$ cat config.mk
export PLATFORM = sky130hd
export DESIGN_NAME = clk_step_ctrl_flat
export DESIGN_NICKNAME = d
export VERILOG_FILES = /design/src/rtl/clk_step_ctrl_if.sv /design/src/rtl/clk_step_ctrl.sv /design/src/flat_wrapper.sv
export SDC_FILE = /design/constraint.sdc
export NUM_CORES = 1
export LEC_CHECK = 0
export CORE_MARGIN = 3
export CORE_UTILIZATION = 30
export DETAILED_ROUTE_END_ITERATION = 16
export PLACE_DENSITY = 0.55
export REMOVE_ABC_BUFFERS = 1
export SLEW_MARGIN = 10
export SYNTH_ARGS = -nofsm -noshare
export SYNTH_HDL_FRONTEND = slang
export SYNTH_SLANG_ARGS = --single-unit
$ cat constraint.sdc
create_clock -name clk -period 8.7 [get_ports clk]
set_input_delay 1.305 -clock clk [delete_from_list [all_inputs] [get_ports clk]]
set_output_delay 1.305 -clock clk [all_outputs]
set_load 0.01 [all_outputs]
$ cat src/rtl/clk_step_ctrl_if.sv
// Host command channel for the clock-step controller: valid/ready handshake
// carrying an opcode and a step-count argument.
interface clk_step_ctrl_if #(
    parameter int CNT_W = 32
);
    logic             cmd_valid;
    logic             cmd_ready;
    logic [1:0]       cmd_op;
    logic [CNT_W-1:0] cmd_arg;

    modport master (output cmd_valid, cmd_op, cmd_arg, input cmd_ready);
    modport slave  (input cmd_valid, cmd_op, cmd_arg, output cmd_ready);
endinterface

$ cat src/rtl/clk_step_ctrl.sv
// Clock-step controller: drives a registered clock-enable for HALT / free RUN /
// N-cycle STEP operation, with backpressure stalling and cycle/stall counters.
//
// state | meaning
// ------+---------------------------------------------------------------
// HALT  | gate_en held low, waiting for a host command
// RUN   | gate_en high every cycle not blocked by bp_full / halt_req
// STEP  | gate_en high for step_left more unblocked cycles, then HALT
module clk_step_ctrl #(
    parameter int CNT_W = 32
) (
    input  logic                clk,
    input  logic                rstn,
    clk_step_ctrl_if.slave      cmd,
    input  logic                halt_req,
    input  logic                bp_full,
    output logic                gate_en,
    output logic [1:0]          state,
    output logic [CNT_W-1:0]    step_left,
    output logic                done_pulse,
    output logic [63:0]         cycle_cnt,
    output logic [31:0]         stall_cnt
);
    localparam logic [1:0] S_HALT  = 2'b00;
    localparam logic [1:0] S_RUN   = 2'b01;
    localparam logic [1:0] S_STEP  = 2'b10;

    localparam logic [1:0] OP_HALT = 2'b00;
    localparam logic [1:0] OP_RUN  = 2'b01;
    localparam logic [1:0] OP_STEP = 2'b10;
    localparam logic [1:0] OP_CLR  = 2'b11;

    logic [1:0]       state_q, state_d;
    logic             gate_en_q, gate_en_d;
    logic [CNT_W-1:0] step_left_q, step_left_d;
    logic             done_q, done_d;
    logic [63:0]      cycle_cnt_q, cycle_cnt_d;
    logic [31:0]      stall_cnt_q, stall_cnt_d;
    logic             rdy_q;
    logic             bp_q;

    logic accept;
    logic is_step;
    logic is_clr;
    logic step_zero;
    logic completing;

    assign accept     = cmd.cmd_valid && rdy_q;
    assign is_step    = accept && (cmd.cmd_op == OP_STEP) && !halt_req;
    assign is_clr     = accept && (cmd.cmd_op == OP_CLR);
    assign step_zero  = (cmd.cmd_arg == '0);
    assign completing = (state_q == S_STEP) && gate_en_q && (step_left_q == CNT_W'(1));

    always_ff @(posedge clk) begin
        if (!rstn) begin
            state_q     <= S_HALT;
            gate_en_q   <= 1'b0;
            step_left_q <= '0;
            done_q      <= 1'b0;
            cycle_cnt_q <= '0;
            stall_cnt_q <= '0;
            rdy_q       <= 1'b0;
            bp_q        <= 1'b0;
        end else begin
            state_q     <= state_d;
            gate_en_q   <= gate_en_d;
            step_left_q <= step_left_d;
            done_q      <= done_d;
            cycle_cnt_q <= cycle_cnt_d;
            stall_cnt_q <= stall_cnt_d;
            rdy_q       <= 1'b1;
            bp_q        <= bp_full;
        end
    end

    // Completion first, then an accepted command, then halt_req overrides all.
    always_comb begin
        state_d = state_q;
        if (completing) begin
            state_d = S_HALT;
        end
        if (accept) begin
            case (cmd.cmd_op)
                OP_HALT: state_d = S_HALT;
                OP_RUN:  state_d = S_RUN;
                OP_STEP: state_d = step_zero ? S_HALT : S_STEP;
                default: state_d = state_d;
            endcase
        end
        if (halt_req) begin
            state_d = S_HALT;
        end
    end

    always_comb begin
        gate_en_d = ((state_d == S_RUN) || (state_d == S_STEP)) && !bp_full && !halt_req;
        done_d    = completing || (is_step && step_zero);

        step_left_d = step_left_q;
        if ((state_q == S_STEP) && gate_en_q && (step_left_q != '0)) begin
            step_left_d = step_left_q - CNT_W'(1);
        end
        if (is_step && !step_zero) begin
            step_left_d = cmd.cmd_arg;
        end
        if (state_d != S_STEP) begin
            step_left_d = '0;
        end

        cycle_cnt_d = cycle_cnt_q + {63'd0, gate_en_q};

        // A stall cycle is one whose enable was withheld by last cycle's bp_full.
        stall_cnt_d = stall_cnt_q;
        if (((state_q == S_RUN) || (state_q == S_STEP)) && !gate_en_q && bp_q
            && (stall_cnt_q != 32'hFFFF_FFFF)) begin
            stall_cnt_d = stall_cnt_q + 32'd1;
        end

        if (is_clr) begin
            cycle_cnt_d = '0;
            stall_cnt_d = '0;
        end
    end

    assign cmd.cmd_ready = rdy_q;
    assign gate_en       = gate_en_q;
    assign state         = state_q;
    assign step_left     = step_left_q;
    assign done_pulse    = done_q;
    assign cycle_cnt     = cycle_cnt_q;
    assign stall_cnt     = stall_cnt_q;
endmodule

$ cat src/flat_wrapper.sv
// flat-port wrapper written by rule: the top's interface ports become plain ports
module clk_step_ctrl_flat 
#(
    parameter int CNT_W = 32
)
  (clk, rstn, halt_req, bp_full, gate_en, state, step_left, done_pulse, cycle_cnt, stall_cnt, cmd_cmd_valid, cmd_cmd_op, cmd_cmd_arg, cmd_cmd_ready);
  clk_step_ctrl_if #(.CNT_W(CNT_W)) cmd_i ();
  input  logic clk;
  input  logic rstn;
  input  logic halt_req;
  input  logic bp_full;
  output logic gate_en;
  output logic [1:0] state;
  output logic [CNT_W-1:0] step_left;
  output logic done_pulse;
  output logic [63:0] cycle_cnt;
  output logic [31:0] stall_cnt;
  input wire logic [$bits(cmd_i.cmd_valid)-1:0] cmd_cmd_valid;
  input wire logic [$bits(cmd_i.cmd_op)-1:0] cmd_cmd_op;
  input wire logic [$bits(cmd_i.cmd_arg)-1:0] cmd_cmd_arg;
  output wire logic [$bits(cmd_i.cmd_ready)-1:0] cmd_cmd_ready;
  assign cmd_i.cmd_valid = cmd_cmd_valid;
  assign cmd_i.cmd_op = cmd_cmd_op;
  assign cmd_i.cmd_arg = cmd_cmd_arg;
  assign cmd_cmd_ready = cmd_i.cmd_ready;
  clk_step_ctrl #(.CNT_W(CNT_W)) u_core (.clk(clk), .rstn(rstn), .cmd(cmd_i), .halt_req(halt_req), .bp_full(bp_full), .gate_en(gate_en), .state(state), .step_left(step_left), .done_pulse(done_pulse), .cycle_cnt(cycle_cnt), .stall_cnt(stall_cnt));
endmodule
# [Word-level counts from Yosys, hierarchy flattened]
# Index checks and enable logic that the tools add are counted.
[op_classes] addsub=3 eq_ne=10 mux=8 bitwise_logic=1 n_reduce_logical=27
[ops] operator="$add 64x1->64" count=1
[ops] operator="$mux 32" count=2
[ops] operator="$add 32x1->32 const B" count=1
[ops] operator="$eq 32x1->1 const B" count=1
[ops] operator="$logic_not 32->1" count=1
[ops] operator="$ne 32x32->1 const B" count=1
[ops] operator="$reduce_bool 32->1" count=1
[ops] operator="$sub 32x1->32 const B" count=1
[ops] operator="$logic_and 1x1->1" count=14
[ops] operator="$eq 2x2->1 const B" count=4
[ops] operator="$mux 2" count=4
[ops] operator="$eq 2x1->1 const B" count=3
[ops] operator="$pmux 2 s3" count=1
[ops] operator="$logic_not 1->1" count=4
[ops] operator="$reduce_or 2->1" count=2
[ops] operator="$logic_or 1x1->1" count=3
[ops] operator="$logic_not 2->1" count=1
[ops] operator="$ne 2x2->1 const B" count=1
[ops] operator="$reduce_bool 2->1" count=1
[ops] operator="$mux 1" count=1
[ops] operator="$not 1->1" count=1
[totals] reg_bits=134 inputBits=39 elab_cells=57

# [Logic depth before layout (Yosys ltp)]
# Gate-level depths: netlist of the first run.
[logic_depth] word_depth=11 depth_mapped=15

# [Worst setup path before layout of the first run]
# Ideal clock, no wire load.
[synth_timing] path_type="input port to flip-flop" from="in cmd_cmd_arg[18]" to="reg u_core.step_left_q[19], in the netlist u_core.step_left[19]" setup_time_ps=128 arrival_ps=3232 setup_slack_ps=5340 stages=11 n_path_buf=2 path_cell_list="nor4_1 nand4_1 o21ai_1 o21ai_0 ha_1 nand2_1 nor2_1 clkbuf_1 clkbuf_1 nand2_1 o21ai_0"
[synth_between] elab_chain_len=7 elab_cells_between_ends=11 classes_between="eq/ne (1); mux (5); reduce/logical (5)"
[synth_rtl] element="from (decl)" line_no="flat_wrapper.sv:20" rtl="input wire logic [$bits(cmd_i.cmd_arg)-1:0] cmd_cmd_arg;"
[synth_rtl] element="$logic_not 32->1" line_no="clk_step_ctrl.sv:51" rtl="assign step_zero = (cmd.cmd_arg == '0);"
[synth_rtl] element="$mux 2" line_no="clk_step_ctrl.sv:86" rtl="OP_STEP: state_d = step_zero ? S_HALT : S_STEP;"
[synth_rtl] element="$pmux 2 s3" line_no="clk_step_ctrl.sv:83" rtl="case (cmd.cmd_op)"
[synth_rtl] element="$mux 2" line_no="clk_step_ctrl.sv:82" rtl="if (accept) begin"
[synth_rtl] element="$mux 2" line_no="clk_step_ctrl.sv:90" rtl="if (halt_req) begin"
[synth_rtl] element="net u_core.state_d[1]" line_no="clk_step_ctrl.sv:33" rtl="logic [1:0] state_q, state_d;"
[synth_rtl] element="$ne 2x2->1" line_no="clk_step_ctrl.sv:106" rtl="if (state_d != S_STEP) begin"
[synth_rtl] element="$reduce_or 2->1 (no source line)"
[synth_rtl] element="to (signal assigned)" line_no="clk_step_ctrl.sv:67" rtl="step_left_q <= step_left_d;"
[synth_rtl] element="to (decl)" line_no="clk_step_ctrl.sv:35" rtl="logic [CNT_W-1:0] step_left_q, step_left_d;"
# The timed path passes the listed nets, and every way through them passes these cells.
# A chain may end at the register's enable or synchronous reset.

# [Final worst setup path of the first run]
[layout_timing] from="in cmd_cmd_arg[10]" to="reg u_core.step_left_q[16], in the netlist u_core.step_left[16]"
# The elaborated chain is that of the path after synthesis.

==> out/metrics.yaml, run 1 <==
htree_levels: 4
cts_tree: "yes"
ff2ff_setup_slack_ps: 5130
overflow: 0
die_x_um: 153
ctsHoldBuffers: 0
power_density_mw_per_mm2: 158
grt_util_all_layers: 0.157
postSynthAreaPerCell_um2: 8.26
die-area_mm2: 0.0233
post-route-drc-count: 0
required_ps: 8950
final-hold-violation-count: 0
grt_max_degree: 97
slew_headroom: 0.254
clkTransAtPathRegs_ps: 60
use_met2: 0.249
synth.top_cell.area_share: 0.416
ys_types: 51
synth_top_area_cell: "dfxtp_1"
status: "completed"
crit_path_start_kind: "primary input"
finalSetupTns_ps: 0
grt.busiest_layer: "met2"
clk-insertion-delay-late_ps: 420
drt_first_pass_iters: 5
area.growth.synth_to_final_pct: 41.0
synth_flop_cell: "dfxtp_1"
rsz0062_at_grt: "no"
synth_warnings: 0
netlist_area_mm2: 0.00645
worstPathMaxFanout: 26
leakage_nw: 2.96
period_needed_ps: 4170
post_drt_wl_per_cell_um: 15.2
synthCells: 780
ys_seq_area_frac: 0.416
fin_cells: 1233
synthTopCellsByArea: "dfxtp_1 42%, xor2_1 8.0%, nor2_1 5.9%"
grt_pass1_vias: 5717
portBuffers: 171
synthArstFlopShare: 0
synthMostInstantiatedCell: "dfxtp_1"
drv_slew: 0
crit_arrival_ps: 4420
viasPerCell: 5.00
cts-resized-gates: 0
cap_viol_max_count: 0
antenna_found_initial: 0
final_nets: 997
setup_viol: 0
drive_above_1_share: 0.0582
clock-sinks: 134
wirelength_um: 18800
endpoint_kind: "flop"
synth_edf_count: 0
start_util: 0.312
ant_nets: 0
grt_util_met1: 0.208
fmax_ghz: 0.240
rows: 52
place_congestion: 0.826
placedCellCount: 1201
num_antenna_cells: 0
ys_seq_elements: 134
finClkSkew_ps: 10.0
numCtsBuffers: 17
post-route-period-util: 0.479
drt_iter0_drc: 245
cts_setup_buffers: 0
met3_usage: 0.0395
grt_pass1_wl_um: 30200
hp-class: "flop to flop"
ys_top_cells_by_count: "134 x dfxtp_1, 101 x nor2_1, 74 x nand2_1"
tightest_slew_ps: 1110
die_h_um: 153
dp_hpwl_um: 13700
core_mm2: 0.0207
clk_path_buf_depth: 2
root_buffer: "clkbuf_16"
num_vias: 6161
num_io_pins: 172
vdd_drop_max_uv: 114
crit_type: "primary input to flop"
==> cell type report <==
type / instances / area, um^2
Timing Repair Buffer: 175 / 1740
Inverter: 22 / 82.6
Multi-Input combinational cell: 600 / 3600
Fill cell: 2102 / 11600
Clock inverter: 15 / 219
Tap cell: 270 / 338
Clock buffer: 17 / 425
Sequential cell: 134 / 2680
==> state kept, by name, summed over array words and instances (netlist names) <==
name / flops
u_core.cycle_cnt: 64
u_core.stall_cnt: 32
u_core.step_left: 32
u_core.state: 2
u_core.bp_q: 1
u_core.cmd.cmd_ready: 1
u_core.done_pulse: 1
u_core.gate_en: 1
==> critical path, cell delays in order <==
cell,delay (ps)
clkdlybuf4s50_1,440
nor4_1,380
nand4_1,220
o21ai_1,650
o21ai_0,250
ha_1,260
nand3_1,690
o21ai_0,220
==> power by group <==
group | leakage, nW | internal [mW] | total [mW] | switching, mW
Combinational | 1.56 | 0.0194 | 0.0390 | 0.0196
Clock | 0.314 | 0.488 | 0.787 | 0.298
Sequential | 1.08 | 0.614 | 0.615 | 0.000664
==> layout by cell type, fill, tap and decap left out, types with 4 or more instances in the layout <==
cell type,count
nand4_1,36
o21ai_1,8
or4_1,4
buf_4,4
dfxtp_1,134
nor4_1,29
a21oi_1,24
nor3_1,28
or2_2,4
o21ai_0,48
nand3_1,49
or3_1,25
nor4_2,4
nand2_1,74
clkbuf_16,17
and4_1,8
ha_1,8
inv_1,22
and2_1,7
clkdlybuf4s50_1,171
xor2_1,59
xnor2_1,38
nor2_1,100
and3_1,6
clkinv_4,4
bufinv_16,4
==> metrics by stage <==
| step | power (mW) | area [um^2] | setup slack (ps) | hold slack [ps] | util |
|---|---|---|---|---|---|
| floorplan | 0.639 | 6350 | 3820 | 510 | - |
| global placement | 0.668 | 8450 | 4200 | 488 | 0.408 |
| detailed placement | 0.668 | 8450 | 4100 | 498 | 0.408 |
| CTS | 1.47 | 9090 | 4560 | 509 | 0.439 |
| global route | 1.49 | 9090 | 4200 | 524 | 0.439 |
| finish | 1.44 | 9090 | 4530 | 503 | 0.439 |
==> path summary, 6_finish.rpt <==
| check | from | endpoint | cells after the start |
|---|---|---|---|
| worst max-delay path | cmd_cmd_arg[10] | u_core.step_left[16] | 8 |
| worst min-delay path | u_core.stall_cnt[31] | u_core.stall_cnt[31] | 2 |
| worst max register to register | u_core.step_left[21] | u_core.step_left[16] | 9 |
| worst min register to register | u_core.stall_cnt[31] | u_core.stall_cnt[31] | 2 |
==> cell families (layout without fill, tap and decap cells) <==
| kind of cell | Yosys count | after routing | share of synthesized area |
|---|---|---|---|
| simple gates | 398 | 398 | 0.322 |
| flops | 134 | 134 | 0.416 |
| xor+xnor | 97 | 97 | 0.132 |
| compound gates | 96 | 96 | 0.0846 |
| buf+inv | 46 | 229 | 0.0283 |
| fa+ha+maj | 8 | 8 | 0.0155 |
| mux | 1 | 1 | 0.00155 |
==> routing by layer <==
layer | up-vias | routed length, um | share of wire
li1 | 3120 | - | -
met1 | 2866 | 8940 | 0.48
met2 | 143 | 8560 | 0.46
met3 | 32 | 905 | 0.048
met4 | 0 | 359 | 0.019
met5 | - | 0 | 0
(Power assumes the default switching activity.)
==> run 2: changes to the inputs <==
==> constraint.sdc (replaced) <==
create_clock -name clk -period 4.1 [get_ports clk]
set_input_delay 0.615 -clock clk [delete_from_list [all_inputs] [get_ports clk]]
set_output_delay 0.615 -clock clk [all_outputs]
set_load 0.01 [all_outputs]
==> out/metrics.yaml, run 2 (same netlist as run 1, synthesis figures left out) <==
die_h_um: 153  # unchanged
hold_path_end: "u_core.cycle_cnt[29]"
post_drt_wl_per_cell_um: 15.4  # +1.1%
ff2ff_setup_slack_ps: 860  # -4270 ps
clk_path_buf_depth: 2  # unchanged
num_antenna_cells: 0  # unchanged
rows: 52  # unchanged
cts-resized-gates: 0  # unchanged
finClkSkew_ps: 15.8  # +5.78 ps
wirelength_um: 19000  # +1.4%
post-route-drc-count: 0  # unchanged
fin_cells: 1236  # +0.24%
dp_hpwl_um: 13900  # +1.8%
finalSetupTns_ps: 0  # unchanged
status: "completed"
ctsHoldBuffers: 0  # unchanged
post-route-period-util: 0.790
leakage_nw: 2.98  # +0.78%
min_from: "u_core.cycle_cnt[29]"
slew_headroom: 0.300  # +0.0460
crit-reg2reg-launch: "u_core.step_left[21]"
cap_viol_max_count: 0  # unchanged
hp-class: "flop to flop"
root_buffer: "clkbuf_16"
final_common_cell: "clkdlybuf4s50_1"
ant_nets: 0  # unchanged
holdWs_ps: 504  # +1.33 ps
num_vias: 6178  # +0.28%
required_ps: 4460  # -4490 ps
area.growth.synth_to_final_pct: 41.6
worstPathMaxFanout: 6  # -77%
grt_pass1_vias: 5878  # +2.8%
period_needed_ps: 3240
crit_arrival_ps: 3600  # -820 ps
final_nets: 1001  # +0.40%
power_density_mw_per_mm2: 340  # +110%
grt_util_all_layers: 0.161  # +0.00384
layout_common_cells: "171 x clkdlybuf4s50_1, 134 x dfxtp_1, 100 x nor2_1"
clk-insertion-delay-late_ps: 420  # about the same
max_stage_delay_ps: 580  # -110 ps
die_x_um: 153  # unchanged
path_common_cell: "or4_4"
crit_path_start_kind: "flop"
largest_reg_flops: 64  # unchanged
rr_worst_depth: 11  # +2
tightest_slew_ps: 1050  # -68.7 ps
antenna_found_initial: 0  # unchanged
cts_tree: "yes"
numCtsBuffers: 17  # unchanged
clock-sinks: 134  # unchanged
viasPerCell: 5.00  # about the same
drt_first_pass_iters: 4  # -1
core_mm2: 0.0207  # unchanged
rsz0062_at_grt: "no"
drv_slew: 0  # unchanged
drt_iter0_drc: 222  # -9.4%
num_io_pins: 172  # unchanged
fillCellCount: 2056  # -2.2%
start_util: 0.312  # unchanged
clkTransAtPathRegs_ps: 60  # about the same
grt_pass1_wl_um: 31000  # +2.6%
overflow: 0  # unchanged
portBuffers: 171  # unchanged
critical_path.startpoint: "u_core.step_left[21]"
htree_levels: 4  # unchanged
grt_max_degree: 62  # -36%
worst_r2r_endpoint: "u_core.step_left[25]"
placedCellCount: 1205  # +0.33%
die-area_mm2: 0.0233  # unchanged
final-hold-violation-count: 0  # unchanged
setup_viol: 0  # unchanged
cts_setup_buffers: 0  # unchanged
critPathSlowestCell: "or4_4"
place_congestion: 0.818  # -0.91%
drive_above_1_share: 0.0611  # +0.00292
hold_depth: 2  # unchanged
endpoint_kind: "flop"
p_total_mw: 3.10  # +120%
fmax_ghz: 0.309
vdd_drop_max_uv: 275  # +140%
path_cells: "or4_4 > or4_4 > nor4_4 > o22ai_1 > o21a_1 > nand2b_1 > ha_1 > nand2_1 > nor2b_1 > nand4_1 > nand3_1"
crit_type: "flop to flop"
-- run 2: changes by cell type in the layout (fill, tap and decap cells not counted) --
cell,previous run,this run
buf_4,4,8
inv_8,3,0
bufinv_16,4,5
clkinv_4,4,5
clkinvlp_4,1,0
inv_6,2,3
-- run 2: final cells by class --
type | count | area, um^2 | area share
inverter | 22 | 82.6 | 0.00905
clock inverter | 14 | 225 | 0.0247
multi-input combinational | 600 | 3600 | 0.395
clock buffer | 17 | 425 | 0.0466
sequential | 134 | 2680 | 0.294
timing repair buffer | 179 | 1770 | 0.194
tap | 270 | 338 | 0.0370
-- run 2: worst max-delay path by stage --
stage | end | slack [ps]
after detailed placement | u_core.step_left[25] | 870
after global routing | u_core.step_left[25] | 580
after CTS | u_core.step_left[25] | 850
after floorplan | u_core.cycle_cnt[10] | -90
after global placement | u_core.step_left[7] | 920
final | u_core.step_left[25] | 860
-- run 2: power breakdown --
group	switching (mW)	leakage (nW)	internal, mW	total (mW)
Clock	0.624	0.318	1.09	1.71
Combinational	0.0430	1.58	0.0424	0.0854
Sequential	0.00141	1.08	1.30	1.31
Total	0.668	2.98	2.43	3.10
-- run 2: metrics by stage --
| step | instance area, um^2 | worst slack (ps) | utilization |
|---|---|---|---|
| final | 9130 | 861 | 0.441 |
| after global placement | 8480 | 925 | 0.410 |
| after detailed placement | 8480 | 865 | 0.410 |
| after CTS | 9130 | 851 | 0.441 |
| after floorplan | 6350 | -88.8 | - |
| after global routing | 9130 | 576 | 0.441 |
-- run 2: critical path, delay by kind of cell (launching register included) --
kind	cells	cell delay, ps
flops	1	360
fa+ha+maj	1	170
compound gates	2	260
simple gates	8	2390
-- run 2: metal layers --
metal | wire [um] | part of all wire | GRT usage | vias to the layer above
li1 | - | - | - | 3114
met1 | 9080 | 0.48 | 0.212 | 2901
met2 | 8720 | 0.46 | 0.255 | 146
met3 | 951 | 0.050 | 0.0463 | 17
met4 | 264 | 0.014 | 0.0488 | 0
met5 | 0 | 0 | 0 | -
